===== src/rtl/exit_gate_dispatcher.sv =====
// exit_gate_dispatcher: pops one car ID at a time from the queue read port,
// opens the gate for that car, waits for the pass sensor (or times out) and
// then holds the gate closed for a guard interval before serving the next car.
module exit_gate_dispatcher #(
    parameter int ID_WIDTH     = 16,
    parameter int OPEN_CYCLES  = 1000,
    parameter int GUARD_CYCLES = 4,
    parameter int CNT_WIDTH    = 16
) (
    input  logic                 clk_b,
    input  logic                 rst,
    input  logic                 enable,
    input  logic                 fifo_empty,
    input  logic [ID_WIDTH-1:0]  fifo_dout,
    output logic                 ren_b,
    input  logic                 car_passed,
    output logic                 gate_open,
    output logic [ID_WIDTH-1:0]  car_id,
    output logic                 car_id_valid,
    output logic                 timeout_err,
    output logic [CNT_WIDTH-1:0] served_count,
    output logic                 busy
);

    localparam int OT_W = (OPEN_CYCLES  > 1) ? $clog2(OPEN_CYCLES)  : 1;
    localparam int GT_W = (GUARD_CYCLES > 1) ? $clog2(GUARD_CYCLES) : 1;
    localparam logic [OT_W-1:0] OPEN_LAST  = OT_W'(OPEN_CYCLES - 1);
    localparam logic [GT_W-1:0] GUARD_LAST = GT_W'(GUARD_CYCLES - 1);

    typedef enum logic [2:0] {
        IDLE  = 3'd0,
        POP   = 3'd1,
        LOAD  = 3'd2,
        OPEN  = 3'd3,
        CLOSE = 3'd4
    } state_t;

    state_t               state_q, state_d;
    logic [OT_W-1:0]      open_tmr_q, open_tmr_d;
    logic [GT_W-1:0]      guard_tmr_q, guard_tmr_d;
    logic [ID_WIDTH-1:0]  car_id_q, car_id_d;
    logic [CNT_WIDTH-1:0] served_q, served_d;
    logic                 tmo_q, tmo_d;

    // State, timers, captured ID and counters; everything clears on reset.
    always_ff @(posedge clk_b) begin
        if (!rst) begin
            state_q     <= IDLE;
            open_tmr_q  <= '0;
            guard_tmr_q <= '0;
            car_id_q    <= '0;
            served_q    <= '0;
            tmo_q       <= 1'b0;
        end else begin
            state_q     <= state_d;
            open_tmr_q  <= open_tmr_d;
            guard_tmr_q <= guard_tmr_d;
            car_id_q    <= car_id_d;
            served_q    <= served_d;
            tmo_q       <= tmo_d;
        end
    end

    // Next-state logic; the timeout flag is a one-cycle pulse that lands in the first CLOSE cycle.
    always_comb begin
        state_d     = state_q;
        open_tmr_d  = open_tmr_q;
        guard_tmr_d = guard_tmr_q;
        car_id_d    = car_id_q;
        served_d    = served_q;
        tmo_d       = 1'b0;
        case (state_q)
            IDLE: begin
                if (enable && !fifo_empty) begin
                    state_d = POP;
                end
            end
            POP: begin
                // Queue data is valid one cycle after the strobe, so sample it in LOAD.
                state_d = LOAD;
            end
            LOAD: begin
                car_id_d   = fifo_dout;
                open_tmr_d = '0;
                state_d    = OPEN;
            end
            OPEN: begin
                open_tmr_d = open_tmr_q + 1'b1;
                if (car_passed) begin
                    // A pass on the last OPEN cycle still counts as served.
                    if (served_q != {CNT_WIDTH{1'b1}}) begin
                        served_d = served_q + 1'b1;
                    end
                    guard_tmr_d = '0;
                    state_d     = CLOSE;
                end else if (open_tmr_q == OPEN_LAST) begin
                    tmo_d       = 1'b1;
                    guard_tmr_d = '0;
                    state_d     = CLOSE;
                end
            end
            CLOSE: begin
                if (guard_tmr_q == GUARD_LAST) begin
                    state_d = IDLE;
                end else begin
                    guard_tmr_d = guard_tmr_q + 1'b1;
                end
            end
            default: begin
                state_d = IDLE;
            end
        endcase
    end

    // Moore output decode from the registered state.
    always_comb begin
        ren_b        = (state_q == POP);
        gate_open    = (state_q == OPEN);
        car_id_valid = (state_q == OPEN);
        busy         = (state_q != IDLE);
        timeout_err  = tmo_q;
        car_id       = car_id_q;
        served_count = served_q;
    end

endmodule


===== config.mk =====
export PLATFORM = sky130hd
export DESIGN_NAME = exit_gate_dispatcher
export DESIGN_NICKNAME = d
export VERILOG_FILES = /design/src/rtl/exit_gate_dispatcher.sv
export SDC_FILE = /design/constraint.sdc
export NUM_CORES = 1
export LEC_CHECK = 0
export ABC_CLOCK_PERIOD_IN_PS = 2000
export BUFFER_PORTS_ARGS = -buffer_cell sky130_fd_sc_hd__buf_4
export CORE_AREA = 2 2 88 90
export DETAILED_ROUTE_END_ITERATION = 12
export DIE_AREA = 0 0 90 92
export PLACE_DENSITY_LB_ADDON = 0.08
export SETUP_SLACK_MARGIN = 0.3
export SLEW_MARGIN = 5
export SYNTH_ARGS = -nofsm -noshare
export SYNTH_HDL_FRONTEND = slang
export SYNTH_SLANG_ARGS = --single-unit
export TNS_END_PERCENT = 50

===== constraint.sdc =====
create_clock -name clk_b -period 2 [get_ports clk_b]
set_input_delay 0.1 -clock clk_b [delete_from_list [all_inputs] [get_ports clk_b]]
set_output_delay 0.1 -clock clk_b [all_outputs]
set_load 0.005 [all_outputs]

======== After elaboration in Yosys (flattened, before gate mapping) ========
Index checks and enable logic that the tools add are counted.
Widths: inputs -> output; s select.
storage, ports and cells
  output and inout bits ................... 37
  register bits ........................... 48
  logic and storage cells ................. 43
cells by class
  reduce and logical (&&, ||, !) cells .... 10
  bitwise gates (word level) .............. 2
  eq/ne operators ......................... 11
  muxes and demuxes ....................... 11
  $add $sub $neg .......................... 3
operator list
  operator               count
  $pmux 10 s2            1
  $add 16x1->16 const B  1
  $ne 16x16->1 const B   1
  $pmux 3 s5             1
  $mux 3                 4
  $add 10x1->10 const B  1
  $eq 10x10->1 const B   1
  $reduce_and 3->1       3
  $eq 3x2->1 const B     2
  $mux 2                 3
  $ne 2x2->1 const B     3
  $pmux 2 s2             1
  $reduce_bool 2->1      2
  $eq 3x1->1 const B     1
  $eq 3x3->1 const B     1
  $logic_not 3->1        1
  $ne 3x2->1 const B     1
  $reduce_bool 3->1      1
  $reduce_or 3->1        1
  $add 2x1->2 const B    1
  $eq 2x2->1 const B     1
  $not 1->1              2
  $logic_and 1x1->1      1
  $logic_not 1->1        1
  $mux 1                 1

======== Logic depth before layout (Yosys ltp) ========
Gate-level depths: netlist of the first run.
  word-level depth ........................ 4
  mapped depth ............................ 7

======== Worst setup path after synthesis of the first run ========
Ideal clock, no wire load.
  kind .................................... reg-to-reg
  start point ............................. reg served_q[0] (netlist: served_count[0])
  end point ............................... reg served_q[10] (netlist: served_count[10])
  cell stages (with the launch flop) ...... 7
  path buffers ............................ 1
  arrival time ............................ 1.745 ns
  setup slack ............................. 0.185 ns
  clock period less this slack ............ 1.815 ns
  cell sequence ........................... dfxtp_1 ha_1 nand4_1 or2_1 clkbuf_1 or4_1 a21oi_1
on the way
  cells in the longest elaborated chain, start to end .. 2
  elaborated cells on any way between the ends .. 3
  those cells by class .................... add/sub: 1; eq/ne: 1; reduce/logical: 1
ends and longest elaborated chain
  element                                                                RTL line  RTL
  start: declaration                                                     42        logic [CNT_WIDTH-1:0] served_q, served_d;
  start signal: assignment                                               59        served_q <= served_d;
  parallel branches: the longest is 2 deep, another holds $add 16x1->16  -
Several ways; the timed one is not identified.
A chain may end at the register's enable or synchronous reset.

======== Worst setup path after layout of the first run ========
  start point ............................. reg state_q[2]
  end point ............................... reg served_q[9] (netlist: served_count[9])
on the way
  cells in the longest elaborated chain, start to end .. 2
ends and longest elaborated chain
  element                            RTL line  RTL
  start: declaration                 38        state_t state_q, state_d;
  start signal: assignment           55        state_q <= state_d;
  $eq 3x2->1                         72        case (state_q)
  $reduce_and 3->1 (no source line)  -
No other way between the ends.

==> results of run 1 <==
[routing by layer]
layer	global-route usage	part of all wire	up-vias
met5	0	0	-
met4	0.0346	0.0079	0
met3	0.0255	0.032	5
met2	0.244	0.51	36
met1	0.174	0.45	1018
li1	-	-	1120
[synthesized netlist by cell type, drive strengths merged]
| cell type | instances | area share |
|---|---|---|
| nor3b | 2 | 0.0070 |
| nand2 | 51 | 0.089 |
| dfxtp | 48 | 0.45 |
| o21ai | 6 | 0.014 |
| o311a | 1 | 0.0047 |
| and2 | 1 | 0.0029 |
| o41ai | 3 | 0.012 |
| clkbuf | 9 | 0.016 |
| mux2i | 3 | 0.014 |
| nand2b | 4 | 0.012 |
| ha | 3 | 0.018 |
| nor4 | 6 | 0.018 |
| o211ai | 4 | 0.014 |
| nand4 | 5 | 0.015 |
| o31ai | 6 | 0.021 |
| nand3 | 11 | 0.026 |
| buf | 5 | 0.012 |
| or4 | 9 | 0.032 |
| nor2b | 2 | 0.0058 |
| o22ai | 3 | 0.0088 |
| o31a | 3 | 0.012 |
| clkinv | 1 | 0.0017 |
| nand3b | 2 | 0.0070 |
| a21oi | 34 | 0.079 |
| or3 | 10 | 0.029 |
| inv | 7 | 0.012 |
| nor2 | 7 | 0.012 |
| and4 | 1 | 0.0041 |
| o311ai | 1 | 0.0041 |
| o21a | 2 | 0.0070 |
| nand4b | 2 | 0.0082 |
| a21o | 1 | 0.0035 |
| or2 | 4 | 0.012 |
| nor3 | 5 | 0.012 |
| or4b | 1 | 0.0047 |
| a22oi | 1 | 0.0035 |
[path summary, 6_finish.rpt]
kind	to	slack, ns	cells past startpoint
worst min-delay path	timeout_err	0.02	2
worst min register to register	car_id[3]	0.46	2
worst max-delay path	served_count[9]	0.26	5
worst max register to register	served_count[9]	0.26	5
[cell families after synthesis]
| kind of cell | count (synthesis) | synth area share |
|---|---|---|
| and+or+nand+nor | 123 | 0.295 |
| AOI/OAI and AO/OA | 65 | 0.184 |
| DFF | 48 | 0.448 |
| buffers and inverters | 22 | 0.0414 |
| muxes | 3 | 0.0140 |
| adders and majority gates | 3 | 0.0175 |
[cells in the final DEF, fill, tap and decap left out, types with 4 or more instances in the layout]
master	netlist	routed
nand2_1	51	51
nor3_1	5	5
dfxtp_1	48	38
or3_1	10	8
clkbuf_8	0	5
buf_4	1	83
nand3_1	11	9
o21ai_0	6	5
dfxtp_2	0	7
a21oi_1	34	33
or4_1	9	7
o31ai_1	6	5
nor2_1	7	7
inv_1	7	7
nand4_1	5	5
nand2b_1	4	4
o211ai_1	4	4
[state kept, by name, summed over array words and instances (netlist names)]
register / cells
state_q: 3
served_count: 16
open_tmr_q: 10
car_id: 16
guard_tmr_q: 2
timeout_err: 1
[power by group]
group	internal (mW)	switching, mW
registers	0.973	0.0118
clock network	0.378	0.354
logic	0.0924	0.0936
total	1.44	0.459
[area by class of cell]
| class | instances | area (sq um) | area share |
|---|---|---|---|
| tap | 102 | 128 | 0.0409 |
| clock buffer | 5 | 68.8 | 0.0220 |
| multi-input combinational | 195 | 1210 | 0.388 |
| timing repair buffer | 86 | 657 | 0.210 |
| clock inverter | 3 | 45.0 | 0.0144 |
| sequential | 48 | 981 | 0.314 |
| inverter | 8 | 30.0 | 0.00962 |
[through the flow]
step / area [sq um] / std cells / hold slack (ns) / power, mW / utilization
global route: 3120 / 447 / 0.00899 / 2.00 / 0.419
finish: 3120 / 447 / 0.0223 / 1.90 / 0.419
CTS: 2920 / 434 / 0.00501 / 1.94 / 0.393
floorplan: 2170 / 264 / 0.176 / 1.10 / -
detailed placement: 2750 / 421 / 0.337 / 1.20 / 0.369
global placement: 2750 / 421 / 0.329 / 1.20 / 0.369
[what timing repair did]
| action | 4_1_cts | 5_1_grt |
|---|---|---|
| gates cloned | 1 | 1 |
| pin swaps | 2 | 9 |
| gates resized for setup | 9 | 26 |
| setup endpoints to repair | 10 | 19 |
| buffers inserted | 4 | 12 |
==> results by group, run 1 <==
Outcome
  – Outcome: finished, final reports clean

Clock network
  – Max Root-Sink Buffers: 2
  – # hold bufs at CTS: 0
  – CTS clk-pin slew, worst paths: roughly 0.090 ns
  – Worst-Skew Late Latency: approximately 0.3 ns
  – H-tree level count: 2
  – CTS tree: built
  – Root Driver: clkbuf_8
  – CTS Sinks: 48
  – Num CTS Buffers: 5

Route
  – Initial drt markers: 50
  – Vias per cell: between 4 and 5
  – Detailed-route DRC error count: 0
  – Pre-antenna DRT Iters: 4
  – Antenna-violating nets left: 0
  – Total routed wirelength: around 6 mm
  – Avg WL per Cell: between 10 and 15 microns
  – Via Count: around 2,200

Die
  – Die area: 8280 sq um
  – Row Count: 32
  – Die Ht: roughly 92 microns
  – Core Area: 7450 sq um
  – Boundary pin count: 58
  – Starting Density: 0.288
  – Die Width: 90 microns

Worst setup path
  – CP top delay family: simple AND/OR/NAND/NOR gates
  – Worst setup startpoint: state_q[2]
  – CP cell instances: nand4b_1 -> buf_6 -> or4_4 -> or4_1 -> nand2_1
  – Worst path bufs/invs: 1
  – Slowest-stage cell, CP: or4_4
  – CP endpoint kind: flip-flop
  – Crit path DAT: slightly below 2 ns
  – Worst path required time: approximately 2.3 ns
  – Critical path class: reg2reg
  – Crit-path max cell delay: between 0.4 and 0.5 ns
  – Worst R2R Start: state_q[2]
  – Startpoint Class: flip-flop
  – Critical path peak fanout: 3

STA
  – Worst-Margin Slew: ~0.36 ns
  – Min Tclk post-route: around 1.7 ns
  – Fin worst setup slack: between 0.2 and 0.3 ns
  – Share of the clock period used by the worst path: 0.872
  – Slew Limit Fails: 0
  – Fmax achieved: approximately 570 MHz
  – Final setup fails: 0
  – Post-route setup TNS: 0 ns
  – Fin. Hold Viols: 0
  – Final setup skew: slightly below 0.007 ns
  – Max_slew headroom: 0.761
  – Unrepaired setup endpoints after global routing: yes

GRT
  – GR Util All Layers: 0.138
  – Global-route wire length before repair: between 9 and 10 mm
  – Total grt overflow: 0
  – Largest net degree at the start of global routing: 23
  – Antenna violations before repair: 0
  – Vias in the first global route: 1,982

Synth
  – Mapped Cells: between 200 and 300
  – Synthesized Nets: about 290
  – Cell Area, Synth: 2140 sq um
  – Sequential-to-total area share from yosys stat: 0.448
  – Flops & latches, synth: 48
  – Synth cell types: 39
  – YS warnings: 0
  – Mapped Avg Cell Area: between 8 and 9 sq um

Pwr
  – VDD IR max: ~330 uV
  – Leakage Power: about 1.2 nW
  – Cell Pwr Density: around 610 nW/um^2

Placement
  – PortBufs: 57
  – DP HPWL: ~4 mm
  – Final RePlAce weighted congestion: ~0.72
  – Setup WS pre-CTS: around 0.20 ns

Cells and area
  – FILL cells: 787
  – Area growth from synthesis to layout: 45.6%
  – Fraction of layout cells with a size suffix above 1: 0.359
  – Final #Nets: approximately 370
  – Inserted Diodes: 0

Hold path
  – Min-delay src: car_passed
  – Min-delay worst type: in2reg

Run
  – Max-cap violations: 0
Power figures use the tool's default switching activity.
==> inputs of run 2 (changes only) <==
Settings changed: ABC_CLOCK_PERIOD_IN_PS 2000 to 2100, CORE_AREA 2 2 88 90 to 2 2 96 98, DIE_AREA 0 0 90 92 to 0 0 98 100.
Clock period 2 ns to 2.1 ns, I/O delays scaled along.
==> results by group, run 2 (synthesis results as in run 1) <==
Outcome
  – Outcome: finished, final reports clean

Pwr
  – Seq pwr share: 0.525 (+0.007)
  – Cell Pwr Density: 617 nW/um^2 (+1.2%)
  – Logic gate share of total power: 0.094 (-0.004)
  – VDD IR max: 222 uV (-32%)
  – Clock power frac: 0.381 (-0.004)
  – Net switching power figure: 0.433 mW (-5.8%)
  – Switch share: 0.241 (-0.000798)
  – Cell Int Power: 1.37 mW (-5.4%)
  – Leakage Power: 1.06 nW (-9.1%)

GRT
  – Routing usage on met2: 0.209 (-0.0357)
  – Met1 Resource Use GR: 0.145 (-0.0292)
  – GR Util All Layers: 0.119 (-0.0191)
  – Antenna violations before repair: 0 (unchanged)
  – Total grt overflow: 0 (unchanged)
  – Largest net degree at the start of global routing: 25 (+8.7%)
  – Global-route wire length before repair: 9.58 mm (+0.73%)
  – Grt met3 use: 0.0279 (+0.00238)
  – Most Crowded Layer GR: met2
  – Vias in the first global route: 1,980 (-0.10%)

Worst setup path
  – Worst path required time: 2.29 ns (+0.04 ns)
  – Critical path peak fanout: 4 (+1)
  – Slowest-stage cell, CP: or3_4
  – Crit-path max cell delay: 0.43 ns (-0.04 ns)
  – CP cell instances: nand4b_1 -> or3_4 -> or3_1 -> o311a_1
  – Crit path DAT: 1.99 ns (about the same)
  – Critical path class: reg2reg
  – Startpoint Class: flip-flop
  – CP endpoint kind: flip-flop

STA
  – Max_slew headroom: 0.719 (-0.0417)
  – Min Tclk post-route: 1.79 ns (+0.0500 ns)
  – Fmax achieved: 557 MHz (-2.8%)
  – Worst-Margin Slew: 0.417 ns (+0.0619 ns)
  – Final setup skew: 0.00843 ns (+0.00165 ns)
  – Fin worst setup slack: 0.306 ns (+0.0500 ns)
  – Share of the clock period used by the worst path: 0.855 (-0.0177)
  – Final setup fails: 0 (unchanged)
  – Fin. Hold Viols: 0 (unchanged)
  – Slew Limit Fails: 0 (unchanged)
  – Post-route setup TNS: 0 ns (unchanged)
  – Unrepaired setup endpoints after global routing: yes

Clock network
  – Worst-Skew Late Latency: 0.30 ns (about the same)
  – Root Driver: clkbuf_8
  – CTS tree: built
  – CTS Sinks: 48 (unchanged)
  – Max Root-Sink Buffers: 2 (unchanged)
  – Num CTS Buffers: 5 (unchanged)
  – CTS clk-pin slew, worst paths: 0.09 ns (about the same)
  – H-tree level count: 2 (unchanged)

Cells and area
  – Fraction of layout cells with a size suffix above 1: 0.303 (-0.0564)
  – Inserted Diodes: 0 (unchanged)
  – Final #Nets: 353 (-4.1%)
  – Utilization after layout: 0.328 (-0.0912)
  – Area growth from synthesis to layout: 35.9%
  – FILL cells: 978 (+24%)
  – Commonest cells after routing, fill and taps aside: buf_4 (71), nand2_1 (51), dfxtp_1 (39)
  – Sequential cell area: 975 sq um (-0.64%)
  – Multi-input combinational cell area: 1120 sq um (-7.4%)
  – Commonest non-fill, non-tap cell in the layout: buf_4

Route
  – Detailed-route DRC error count: 0 (unchanged)
  – Total routed wirelength: 5.90 mm (+1.0%)
  – Initial drt markers: 59 (+18%)
  – Via Count: 2,111 (-3.1%)
  – Antenna-violating nets left: 0 (unchanged)
  – Pre-antenna DRT Iters: 4 (unchanged)
  – Vias per cell: 4.79 (-1.8%)
  – Avg WL per Cell: 13.4 microns (+2.4%)

Run
  – Max-cap violations: 0 (unchanged)

Die
  – Die area: 9800 sq um (+18%)
  – Die Width: 98 microns (+8.9%)
  – Starting Density: 0.241 (-0.0467)
  – Row Count: 35 (+9.4%)
  – Die Ht: 100 microns (+8.7%)
  – Core Area: 8890 sq um (+19%)
  – Boundary pin count: 58 (unchanged)

Placement
  – Setup WS pre-CTS: 0.202 ns (+0.00194 ns)
  – DP HPWL: 4.07 mm (+3.4%)
  – PortBufs: 57 (unchanged)
  – Final RePlAce weighted congestion: 0.668 (-7.6%)

Hold path
  – Min-delay worst type: in2reg
==> run 2: power groups by stage <==
stage,Clock [mW],Sequential (mW),Combinational (mW)
2_1_floorplan,0,0.965,0.0790
3_3_place_gp,0,0.965,0.174
3_5_place_dp,0,0.966,0.173
4_1_cts,0.720,0.945,0.174
5_1_grt,0.759,0.948,0.189
6_report,0.686,0.944,0.169
==> run 2: critical path, delay by kind of cell (launching register included) <==
kind / cells / cell delay [ns]
flops: 1 / 0.36
simple gates: 3 / 1.04
compound gates: 1 / 0.28
==> run 2: timing repair <==
item,in CTS,in global routing
resized for setup,6,10
hold buffers,0,0
endpoints found under the setup margin,7,9
pin swaps,3,0
setup buffers,5,1
==> run 2: layout make-up <==
class                      count  area share
clock buffer                   5      0.0236
clock inverter                 3      0.0146
inverter                       8      0.0103
multi-input combinational    194       0.385
sequential                    48       0.334
tap                          111      0.0476
timing repair buffer          72       0.185
==> run 2: worst paths after layout <==
| path | startpoint | end | slack [ns] | depth (start not counted) |
|---|---|---|---|---|
| setup reg to reg | state_q[2] | served_count[13] | 0.31 | 4 |
| hold reg to reg | car_id[1] | car_id[1] | 0.46 | 2 |
| hold / removal | car_passed | timeout_err | 0.01 | 2 |
| setup / recovery | state_q[2] | served_count[13] | 0.31 | 4 |
==> run 2: routing by layer <==
layer  vias to the layer above  share of wire
met2                        26           0.50
li1                       1083              -
met3                         5          0.028
met4                         0         0.0097
met5                         -              0
met1                       997           0.46
==> run 2: metrics by stage <==
step | cells | area [sq um] | hold WS, ns | power, mW
6_report | 441 | 2920 | 0.0139 | 1.80
3_3_place_gp | 427 | 2720 | 0.353 | 1.14
4_1_cts | 440 | 2880 | 0.0132 | 1.84
2_1_floorplan | 264 | 2150 | 0.181 | 1.04
3_5_place_dp | 427 | 2720 | 0.349 | 1.14
5_1_grt | 441 | 2920 | 0.00620 | 1.90
